**config.mk**
```make
export PLATFORM = sky130hd
export DESIGN_NAME = dotmatrix_scanner_flat
export DESIGN_NICKNAME = d
export VERILOG_FILES = /design/src/rtl/dotmatrix_if.sv /design/src/rtl/dotmatrix_scanner.sv /design/src/flat_wrapper.sv
export SDC_FILE = /design/constraint.sdc
export NUM_CORES = 1
export LEC_CHECK = 0
export ABC_AREA = 1
export CELL_PAD_IN_SITES_DETAIL_PLACEMENT = 0
export CELL_PAD_IN_SITES_GLOBAL_PLACEMENT = 2
export CORE_ASPECT_RATIO = 0.9
export CORE_MARGIN = 2
export CORE_UTILIZATION = 43
export CTS_CLUSTER_SIZE = 14
export DETAILED_ROUTE_END_ITERATION = 7
export MAX_ROUTING_LAYER = met4
export PLACE_DENSITY_LB_ADDON = 0.1
export SLEW_MARGIN = 5
export SYNTH_ARGS = -nofsm -noshare
export SYNTH_HDL_FRONTEND = slang
export SYNTH_SLANG_ARGS = --single-unit
```
**constraint.sdc**
```tcl
create_clock -name clk -period 2.68 [get_ports clk]
set_input_delay 0.536 -clock clk [delete_from_list [all_inputs] [get_ports clk]]
set_output_delay 0.536 -clock clk [all_outputs]
set_load 0.02 [all_outputs]
```
**src/rtl/dotmatrix_if.sv**
```systemverilog
// Bus between the game logic (master) and the dot-matrix scan driver (slave).
//   master drives: wr_en, wr_row, wr_data, swap_req, brightness
//   slave drives : swap_ack, frame_start and the panel pins
//                  rclk/rsdi (row shifter), cclk/csdi (column shifter), le, oeb
interface dotmatrix_if #(
    parameter int ROWS     = 16,
    parameter int COLS     = 16,
    parameter int BRIGHT_W = 4
);
    localparam int RW = (ROWS > 1) ? $clog2(ROWS) : 1;

    logic                wr_en;
    logic [RW-1:0]       wr_row;
    logic [COLS-1:0]     wr_data;
    logic                swap_req;
    logic [BRIGHT_W-1:0] brightness;

    logic                swap_ack;
    logic                frame_start;
    logic                rclk;
    logic                rsdi;
    logic                cclk;
    logic                csdi;
    logic                le;
    logic                oeb;

    modport master (
        output wr_en, wr_row, wr_data, swap_req, brightness,
        input  swap_ack, frame_start, rclk, rsdi, cclk, csdi, le, oeb
    );

    modport slave (
        input  wr_en, wr_row, wr_data, swap_req, brightness,
        output swap_ack, frame_start, rclk, rsdi, cclk, csdi, le, oeb
    );
endinterface

```
**src/rtl/dotmatrix_scanner.sv**
```systemverilog
// Row/column scan driver for shift-register LED dot-matrix panels.
// Double-buffered ROWS x COLS 1-bit framebuffer; the game logic writes rows
// into the back bank and requests a swap, which is applied only at the frame
// boundary so frames never tear.
// Per line: shift COLS column bits (MSB = leftmost first), latch them while
// stepping the walking-zero row select, then display with PWM brightness.
// Ports:
//   clk    - system clock
//   reset  - synchronous, active-high
//   bus    - dotmatrix_if.slave: write port, swap handshake, brightness,
//            frame/swap pulses and panel pins (all outputs registered)
module dotmatrix_scanner #(
    parameter int ROWS          = 16,
    parameter int COLS          = 16,
    parameter int DWELL_W       = 12,
    parameter int BRIGHT_W      = 4,
    parameter int ROW_PAIR_SWAP = 1
) (
    input  logic       clk,
    input  logic       reset,
    dotmatrix_if.slave bus
);
    localparam int BASE = 2 * COLS + 2;
    localparam int LINE = BASE + (1 << DWELL_W);
    localparam int LT_W = $clog2(LINE);
    localparam int RW   = (ROWS > 1) ? $clog2(ROWS) : 1;
    localparam int CW   = (COLS > 1) ? $clog2(COLS) : 1;

    // scan counters and bank control
    logic [LT_W-1:0] lt_q, lt_d;
    logic [RW-1:0]   r_q, r_d;
    logic            front_q, front_d;
    logic            pend_q, pend_d;
    logic            swp_q, swp_d;

    // framebuffer: [bank][row][col], no reset so contents survive a reset
    logic [1:0][ROWS-1:0][COLS-1:0] fb_q;

    // registered outputs
    logic rclk_q, rclk_d;
    logic rsdi_q, rsdi_d;
    logic cclk_q, cclk_d;
    logic csdi_q, csdi_d;
    logic le_q, le_d;
    logic oeb_q, oeb_d;
    logic ack_q, ack_d;
    logic fs_q, fs_d;

    logic                last_lt, last_row, do_swap;
    logic [RW-1:0]       p;
    logic [CW-1:0]       col;
    logic [BRIGHT_W-1:0] dtop;

    always_comb begin
        last_lt  = (lt_q == LT_W'(LINE - 1));
        last_row = (r_q == RW'(ROWS - 1));
        lt_d     = last_lt ? '0 : lt_q + 1'b1;
        r_d      = r_q;
        if (last_lt)
            r_d = last_row ? '0 : r_q + 1'b1;

        // swap only on the last cycle of a frame; a request arriving in that
        // same cycle stays pending for the following frame
        do_swap = pend_q && last_lt && last_row;
        pend_d  = do_swap ? bus.swap_req : (pend_q | bus.swap_req);
        front_d = front_q ^ do_swap;
        swp_d   = do_swap;

        // row-pair wiring fix; an unpaired last row (odd ROWS) maps to itself
        p = r_q;
        if (ROW_PAIR_SWAP != 0 && ((32'(r_q) ^ 32'd1) < ROWS))
            p = r_q ^ RW'(1);

        col  = CW'(COLS - 1) - CW'(lt_q >> 1);
        // top BRIGHT_W bits of the display-window offset drive the PWM compare
        dtop = BRIGHT_W'((lt_q - LT_W'(BASE)) >> (DWELL_W - BRIGHT_W));

        rclk_d = 1'b0;
        cclk_d = 1'b0;
        le_d   = 1'b0;
        oeb_d  = 1'b1;
        rsdi_d = rsdi_q;
        csdi_d = csdi_q;
        if (lt_q < LT_W'(2 * COLS)) begin
            // data set up on even cycles, clocked in on odd cycles
            if (lt_q[0])
                cclk_d = 1'b1;
            else
                csdi_d = fb_q[front_q][p][col];
        end else if (lt_q == LT_W'(2 * COLS)) begin
            // walking zero: a 0 enters the row shifter only at row 0
            rsdi_d = (r_q != '0);
        end else if (lt_q == LT_W'(2 * COLS + 1)) begin
            rclk_d = 1'b1;
            le_d   = 1'b1;
        end else begin
            oeb_d = !(dtop < bus.brightness);
        end

        fs_d  = (r_q == '0) && (lt_q == '0);
        ack_d = swp_q;  // lands together with the next frame_start
    end

    always_ff @(posedge clk) begin
        if (reset) begin
            lt_q    <= '0;
            r_q     <= '0;
            front_q <= 1'b0;
            pend_q  <= 1'b0;
            swp_q   <= 1'b0;
            rclk_q  <= 1'b0;
            rsdi_q  <= 1'b1;
            cclk_q  <= 1'b0;
            csdi_q  <= 1'b0;
            le_q    <= 1'b0;
            oeb_q   <= 1'b1;
            ack_q   <= 1'b0;
            fs_q    <= 1'b0;
        end else begin
            lt_q    <= lt_d;
            r_q     <= r_d;
            front_q <= front_d;
            pend_q  <= pend_d;
            swp_q   <= swp_d;
            rclk_q  <= rclk_d;
            rsdi_q  <= rsdi_d;
            cclk_q  <= cclk_d;
            csdi_q  <= csdi_d;
            le_q    <= le_d;
            oeb_q   <= oeb_d;
            ack_q   <= ack_d;
            fs_q    <= fs_d;
        end
    end

    // writes always target the current back bank; in the swap cycle that is
    // the bank becoming front, so the write shows up in the new frame
    always_ff @(posedge clk) begin
        if (bus.wr_en && (32'(bus.wr_row) < ROWS))
            fb_q[~front_q][bus.wr_row] <= bus.wr_data;
    end

    assign bus.rclk        = rclk_q;
    assign bus.rsdi        = rsdi_q;
    assign bus.cclk        = cclk_q;
    assign bus.csdi        = csdi_q;
    assign bus.le          = le_q;
    assign bus.oeb         = oeb_q;
    assign bus.swap_ack    = ack_q;
    assign bus.frame_start = fs_q;
endmodule
```
**src/flat_wrapper.sv**
```systemverilog
// flat-port wrapper written by rule: the top's interface ports become plain ports
module dotmatrix_scanner_flat 
#(
    parameter int ROWS          = 16,
    parameter int COLS          = 16,
    parameter int DWELL_W       = 12,
    parameter int BRIGHT_W      = 4,
    parameter int ROW_PAIR_SWAP = 1
)
  (clk, reset, bus_wr_en, bus_wr_row, bus_wr_data, bus_swap_req, bus_brightness, bus_swap_ack, bus_frame_start, bus_rclk, bus_rsdi, bus_cclk, bus_csdi, bus_le, bus_oeb);
  dotmatrix_if #(.ROWS(ROWS), .COLS(COLS), .BRIGHT_W(BRIGHT_W)) bus_i ();
  input  logic clk;
  input  logic reset;
  input wire logic [$bits(bus_i.wr_en)-1:0] bus_wr_en;
  input wire logic [$bits(bus_i.wr_row)-1:0] bus_wr_row;
  input wire logic [$bits(bus_i.wr_data)-1:0] bus_wr_data;
  input wire logic [$bits(bus_i.swap_req)-1:0] bus_swap_req;
  input wire logic [$bits(bus_i.brightness)-1:0] bus_brightness;
  output wire logic [$bits(bus_i.swap_ack)-1:0] bus_swap_ack;
  output wire logic [$bits(bus_i.frame_start)-1:0] bus_frame_start;
  output wire logic [$bits(bus_i.rclk)-1:0] bus_rclk;
  output wire logic [$bits(bus_i.rsdi)-1:0] bus_rsdi;
  output wire logic [$bits(bus_i.cclk)-1:0] bus_cclk;
  output wire logic [$bits(bus_i.csdi)-1:0] bus_csdi;
  output wire logic [$bits(bus_i.le)-1:0] bus_le;
  output wire logic [$bits(bus_i.oeb)-1:0] bus_oeb;
  assign bus_i.wr_en = bus_wr_en;
  assign bus_i.wr_row = bus_wr_row;
  assign bus_i.wr_data = bus_wr_data;
  assign bus_i.swap_req = bus_swap_req;
  assign bus_i.brightness = bus_brightness;
  assign bus_swap_ack = bus_i.swap_ack;
  assign bus_frame_start = bus_i.frame_start;
  assign bus_rclk = bus_i.rclk;
  assign bus_rsdi = bus_i.rsdi;
  assign bus_cclk = bus_i.cclk;
  assign bus_csdi = bus_i.csdi;
  assign bus_le = bus_i.le;
  assign bus_oeb = bus_i.oeb;
  dotmatrix_scanner #(.ROWS(ROWS), .COLS(COLS), .DWELL_W(DWELL_W), .BRIGHT_W(BRIGHT_W), .ROW_PAIR_SWAP(ROW_PAIR_SWAP)) u_core (.clk(clk), .reset(reset), .bus(bus_i));
endmodule
```
==> flow_summary.toml, run 1 <==
[sta]
worst_hold_slack_ns = 0.4175
fin_crit_sh_pct = 90.53
relSlewSlack_pct = 51.18
drv_slew = 0
finalSetupViolCount = 0
worst_slew_pin_slew_ns = 0.7315
rsz0062_at_grt = "no"
hold_viol_final = 0
timing.final.crit_period_ns = 2.426
fmax_mhz = 412.2
skew_ns = 0.01689
tns_ns = 0

[route]
num_vias = 14728
drc = 0
ant_nets = 0
wl_per_cell_um = 23.02
wl_um = 62260
drt_iter0_drc = 1388
vias_per_cell = 5.447
drt_first_pass_iters = 6

[hold_path]
hp-start = "u_core.ack_d$_SDFF_PP0_"
hold_depth = 2
min_to = "u_core.bus.swap_ack$_SDFF_PP0_"
min_path_type = "reg2reg"

[cells_and_area]
seq_area_mm2 = 0.01593
design_area_mm2 = 0.02554
nFillCells = 4523
syn2layout_area_growth_pct = 15.71
post_route_cells_drive_above_1_share_pct = 10.38
multi_input_area_mm2 = 0.005409
layout.cells.non_filler = 2704
fin_nets = 2020
fin_util_pct = 50.52

[clock_network]
cts_resized = 0
cts_root_buf = "clkbuf_16"
htreeDepth = 2
cts_tree = "yes"
numCtsBuffers = 56
cts_setup_buffers = 0
cts.sinks = 539
clkTransAtPathRegs_ns = 0.06
hold_buffers = 0
cts_buffer_depth = 3
insertion_delay_ns = 0.62

[worst_setup_path]
worstPathArrival_ns = 2.98
crit_chain = "inv_8 > buf_12 > nand2_1 > nand3_1 > nand3_1 > nand3_1 > nand3_1 > nand3_1 > nand3_1 > nand3_1 > nand2_1 > nand3_1 > nand2_1 > inv_1"
r2r_start = "u_core.front_q$_SDFF_PP0_"
cpMostUsedCell = "nand3_1"
end_kind = "flip-flop"
required_ns = 3.23
r2r-end = "u_core.bus.csdi$_SDFFE_PP0P_"
regToRegSetupSlack_ns = 0.25
cpPeakStageDelay_ns = 0.40
rr_worst_depth = 14
crit_path_start_kind = "flip-flop"
cpMaxStageDelayCell = "dfxtp_4"
cp_max_fo = 53
worstSetupPathType = "reg2reg"

[logic_synthesis]
yosysMostFrequentCell = "nand2_1"
synth_common_cells = "nand2_1, nand3_1, edfxtp_1"
synth.area.top_cells = "edfxtp_1, nand3_1, nand2_1, dfxtp_1, buf_2"
synth-edff-count = 512
yosysTopAreaCell = "edfxtp_1"
syn-num-nets = 1934
seq_area_frac_synth_pct = 72.10
synthArstFlopShare_pct = 0
ys_types = 31
synthCells = 1898
ys_warn_count = 0
avgSynthCellArea_um2 = 11.63
syn_area_mm2 = 0.02207
synthFlopType = "edfxtp_1"
synth_top_area_share_pct = 69.65
synth_seq_cells = 539

[grt]
track_usage_pct = 24.29
grt_max_degree = 78
grt_overflow = 0
grt_pass1_vias = 14157
grt_pass1_wl_um = 92630
antenna_found_initial = 2

[place]
hpwl_um = 36710
placed_cells = 2606
placed_area_mm2 = 0.02389
portBuffers = 35
place_congestion = 0.8030

[power_and_ir_drop]
p_leak_nw = 8.942
ir_worst_vdd_v = 0.0005064
p_per_area_mw_per_mm2 = 660.5

[die]
die_w_um = 242.8
die_y_um = 218.9
start_util_pct = 43.66
pin_count = 36
rows = 78
core-area_mm2 = 0.05055
die-area_mm2 = 0.05317

[flow_run]
drv_cap = 0

[outcome]
outcome = "finished clean"
[worst max path at each step]
stage,startpoint,end,slack [ns],cells after the start
2_1_floorplan,u_core.front_q$_SDFF_PP0_,u_core.fb_q[496]$_DFFE_PP_,0.44,7
3_5_place_dp,u_core.front_q$_SDFF_PP0_,u_core.bus.csdi$_SDFFE_PP0P_,0.32,14
3_3_place_gp,bus_wr_row[3],u_core.fb_q[180]$_DFFE_PP_,0.30,7
4_1_cts,u_core.front_q$_SDFF_PP0_,u_core.bus.csdi$_SDFFE_PP0P_,0.29,13
5_1_grt,u_core.front_q$_SDFF_PP0_,u_core.bus.csdi$_SDFFE_PP0P_,0.04,13
6_report,u_core.front_q$_SDFF_PP0_,u_core.bus.csdi$_SDFFE_PP0P_,0.25,14
[cells by family after synthesis]
logic type	share of synthesized area (%)
AO/OA/AOI/OAI	0.6349
flip-flops	72.10
AND/OR/NAND/NOR	23.02
buffers and inverters	3.667
XOR/XNOR	0.1191
adder cells (fa/ha/maj)	0.4535
[placed cells by master (no fill, tap or decap), types with 8 or more instances in the layout]
master / netlist / layout
nand2_1: 563 / 563
nand3_1: 516 / 516
edfxtp_1: 512 / 512
buf_4: 21 / 79
clkbuf_16: 0 / 58
nor2_1: 64 / 40
inv_1: 36 / 35
clkdlybuf4s50_1: 0 / 35
buf_12: 0 / 30
nor2_2: 1 / 25
dfxtp_1: 27 / 23
clkbuf_1: 18 / 22
a21oi_1: 14 / 14
clkinv_1: 1 / 9
nor3_1: 9 / 9
ha_1: 8 / 8
[through the flow]
| stage | setup WS, ns | power (mW) |
|---|---|---|
| global placement | 0.2985 | 9.855 |
| detailed placement | 0.3169 | 9.861 |
| finish | 0.2539 | 16.87 |
| floorplan | 0.4434 | 9.553 |
| CTS | 0.2916 | 17.01 |
| global route | 0.03610 | 17.35 |
[flip-flops by register name, summed over array words and instances (netlist names)]
name                    flops
u_core.front_q              1
u_core.ack_d                1
u_core.fb_q               512
u_core.bus.rclk             1
u_core.bus.cclk             1
u_core.bus.rsdi             1
u_core.bus.swap_ack         1
u_core.bus.csdi             1
u_core.r_q                  4
u_core.bus.oeb              1
u_core.lt_q                13
u_core.bus.frame_start      1
u_core.pend_q               1
[cell type report]
type,instances,share of cell area (%)
clock buffer,80,6.006
inverter,40,0.6270
timing repair buffer,144,6.045
sequential,539,62.36
multi-input combinational,1203,21.18
clock inverter,17,0.4458
antenna,1,0.009797
tap,680,3.331
[critical path: cells and delay by family (launching register included)]
kind          cells  cell delay (ns)
buf+inv           3             0.69
flops             1             0.40
simple gates     11             1.21
[power breakdown]
group | internal, mW | switching (mW) | leakage, nW
Clock | 4.04 | 3.15 | 0.798
Sequential | 9.27 | 0.0186 | 4.83
Combinational | 0.108 | 0.287 | 3.31
Total | 13.4 | 3.46 | 8.94
[routing by layer]
layer | vias to the layer above | share of wire, % | track usage [%]
met5 | - | 0 | -
met4 | 0 | 2.0 | 6.176
met3 | 93 | 7.0 | 3.828
met2 | 505 | 45 | 36.19
met1 | 7249 | 46 | 34.98
li1 | 6881 | - | -
No activity file was read; power rests on OpenSTA's default activity.
==> run 2: changes to the inputs <==
- GPL_ROUTABILITY_DRIVEN: unset -> 0
==> results of run 2 <==
The final DEF is identical to that of run 1; final timing and power are the same.
==> variant, RTL diff (settings of run 1) <==
Reset style: asynchronous (`reset`), changed in one clocked block.
--- a/src/rtl/dotmatrix_scanner.sv
+++ b/src/rtl/dotmatrix_scanner.sv
@@ -101,7 +101,7 @@
         ack_d = swp_q;  // lands together with the next frame_start
     end
 
-    always_ff @(posedge clk) begin
+    always_ff @(posedge clk or posedge reset) begin
         if (reset) begin
             lt_q    <= '0;
             r_q     <= '0;
Check against the original RTL: differs if reset is asserted again (counterexample within 4 cycles, from zero or initial values and one cycle with reset high); with reset held inactive, the same outputs for 10 cycles.
==> variant against run 1 <==
Via count fell by 0.86%; setup slack got worse by 0.085 ns; global-route usage up 0.28 points; sequential cell count did not move; total power is 0.60% higher; synthesized area up 1.0%; routed wire length rose by 1.5%; cell area rose by 1.4%.
==> variant: results (changes against run 1) <==
status: "complete, no violations"
syn_nets: 1951  # +0.88%
wl_per_cell_um: 23.2  # +0.55%
fillers: 4569  # +1.0%
antenna_found_initial: 3  # +1
cp_max_fo: 10  # -81%
dp_hpwl_um: 36800  # +0.24%
dp.cells: 2627  # +0.81%
postLayoutSetupSlackWorst_ns: 0.169  # -0.0845 ns
worst_pin_slew_ns: 0.640  # -0.0915 ns
async_reset_ff_frac: 0.0501  # +0.0501
portBuffers: 35  # unchanged
startpoint: "u_core.lt_q[1]$_DFF_PP0_"
core-area_um2: 51500  # +1.9%
synth_common_cells: "nand2_1 (642), edfxtp_1 (512), nand3_1 (443)"
vdd_drop_max_v: 0.000531  # +4.8%
drtIter0Drc: 1403  # +1.1%
largestRegisters: "u_core.fb_q x512, u_core.lt_q x13, u_core.r_q x4"
gp_congestion: 0.822  # +2.4%
dr.pass1.iters: 5  # -1
cp_slowest_stage_delay_ns: 0.57  # +0.17 ns
synth_area_leaders: "edfxtp_1 (69%), nand2_1 (11%), nand3_1 (9.9%)"
grt_pass1_wl_um: 93400  # +0.78%
arrival_ns: 3.04  # +0.06 ns
hold_class: "in2async"
synth_edf_count: 512  # unchanged
h-tree-depth: 2  # unchanged
drive_gt1_frac: 0.104  # +0.000554
r2r_cells: 11  # -3
synthDistinctLibCells: 33  # +6.5%
grt_usage: 0.246  # +0.00282
vias: 14600  # -0.86%
hold_slack_ns: 0.318  # -0.0992 ns
endpoint: "u_core.bus.oeb$_DFF_PP1_"
fin_skew_ns: 0.0150  # -0.00193 ns
grt_max_degree: 74  # -5.1%
path_class: "reg2reg"
swShare: 0.199  # -0.00588
placed_area_um2: 24200  # +1.1%
insertedDiodeCount: 0  # -1
ys_seq_area_frac: 0.720  # -0.00131
post-place-ws_ns: 0.222  # -0.0946 ns
power.leakage_uw: 0.00943  # +5.5%
viasPerCell: 5.35  # -1.8%
grt_pass1_vias: 13700  # -3.3%
critPathSlowestCell: "dfrtp_1"
synthCells: 1915  # +0.90%
variant: cell types whose count changed after synthesis, sizes merged, moves of 3 or more:
cell / change
nor4: -3
nor2: -7
o21ai: +3
nand2: +79
xor2: +5
clkbuf: -3
nand3: -73
o31ai: +4
inv: +4
dfrtp: +25
dfxtp: -27
a21oi: +9
nor3: -4
variant: area by class of cell:
type	count	area, µm²	share of cell area
multi-input cells	1218	5440	0.210
inverters	43	171	0.00662
clock buffers	84	1590	0.0613
well taps	688	861	0.0333
repair buffers	139	1640	0.0633
flip-flops and latches	539	16100	0.620
clock inverters	18	130	0.00503
variant: power by group through the flow:
stage          clock [µW]  combinational [µW]  sequential, µW
2_1_floorplan           0                41.6            9460
3_3_place_gp            0                 316            9450
3_5_place_dp            0                 320            9450
4_1_cts              7520                 321            9280
5_1_grt              7850                 337            9280
6_report             7380                 316            9280
variant: cells by family (layout without fill, tap and decap cells):
| logic type | count (synthesis) | after routing | synth area share |
|---|---|---|---|
| flops | 539 | 539 | 0.720 |
| buf+inv | 158 | 284 | 0.0393 |
| xor+xnor | 9 | 9 | 0.00353 |
| simple gates | 1156 | 1156 | 0.221 |
| fa+ha+maj | 8 | 8 | 0.00449 |
| compound gates | 44 | 44 | 0.0114 |
| mux | 1 | 1 | 0.000449 |
variant: repair_timing:
item | CTS | global route
resized for setup | 0 | 1
buffers inserted | 0 | 0
hold buffers | 0 | 0
setup endpoints to repair | 0 | 1
variant: metal layers:
| layer | vias to the layer above | track usage | share of wire |
|---|---|---|---|
| li1 | 6876 | - | - |
| met1 | 7217 | 0.353 | 0.46 |
| met2 | 424 | 0.368 | 0.45 |
| met3 | 84 | 0.0346 | 0.061 |
| met4 | 0 | 0.0657 | 0.023 |
| met5 | - | - | 0 |
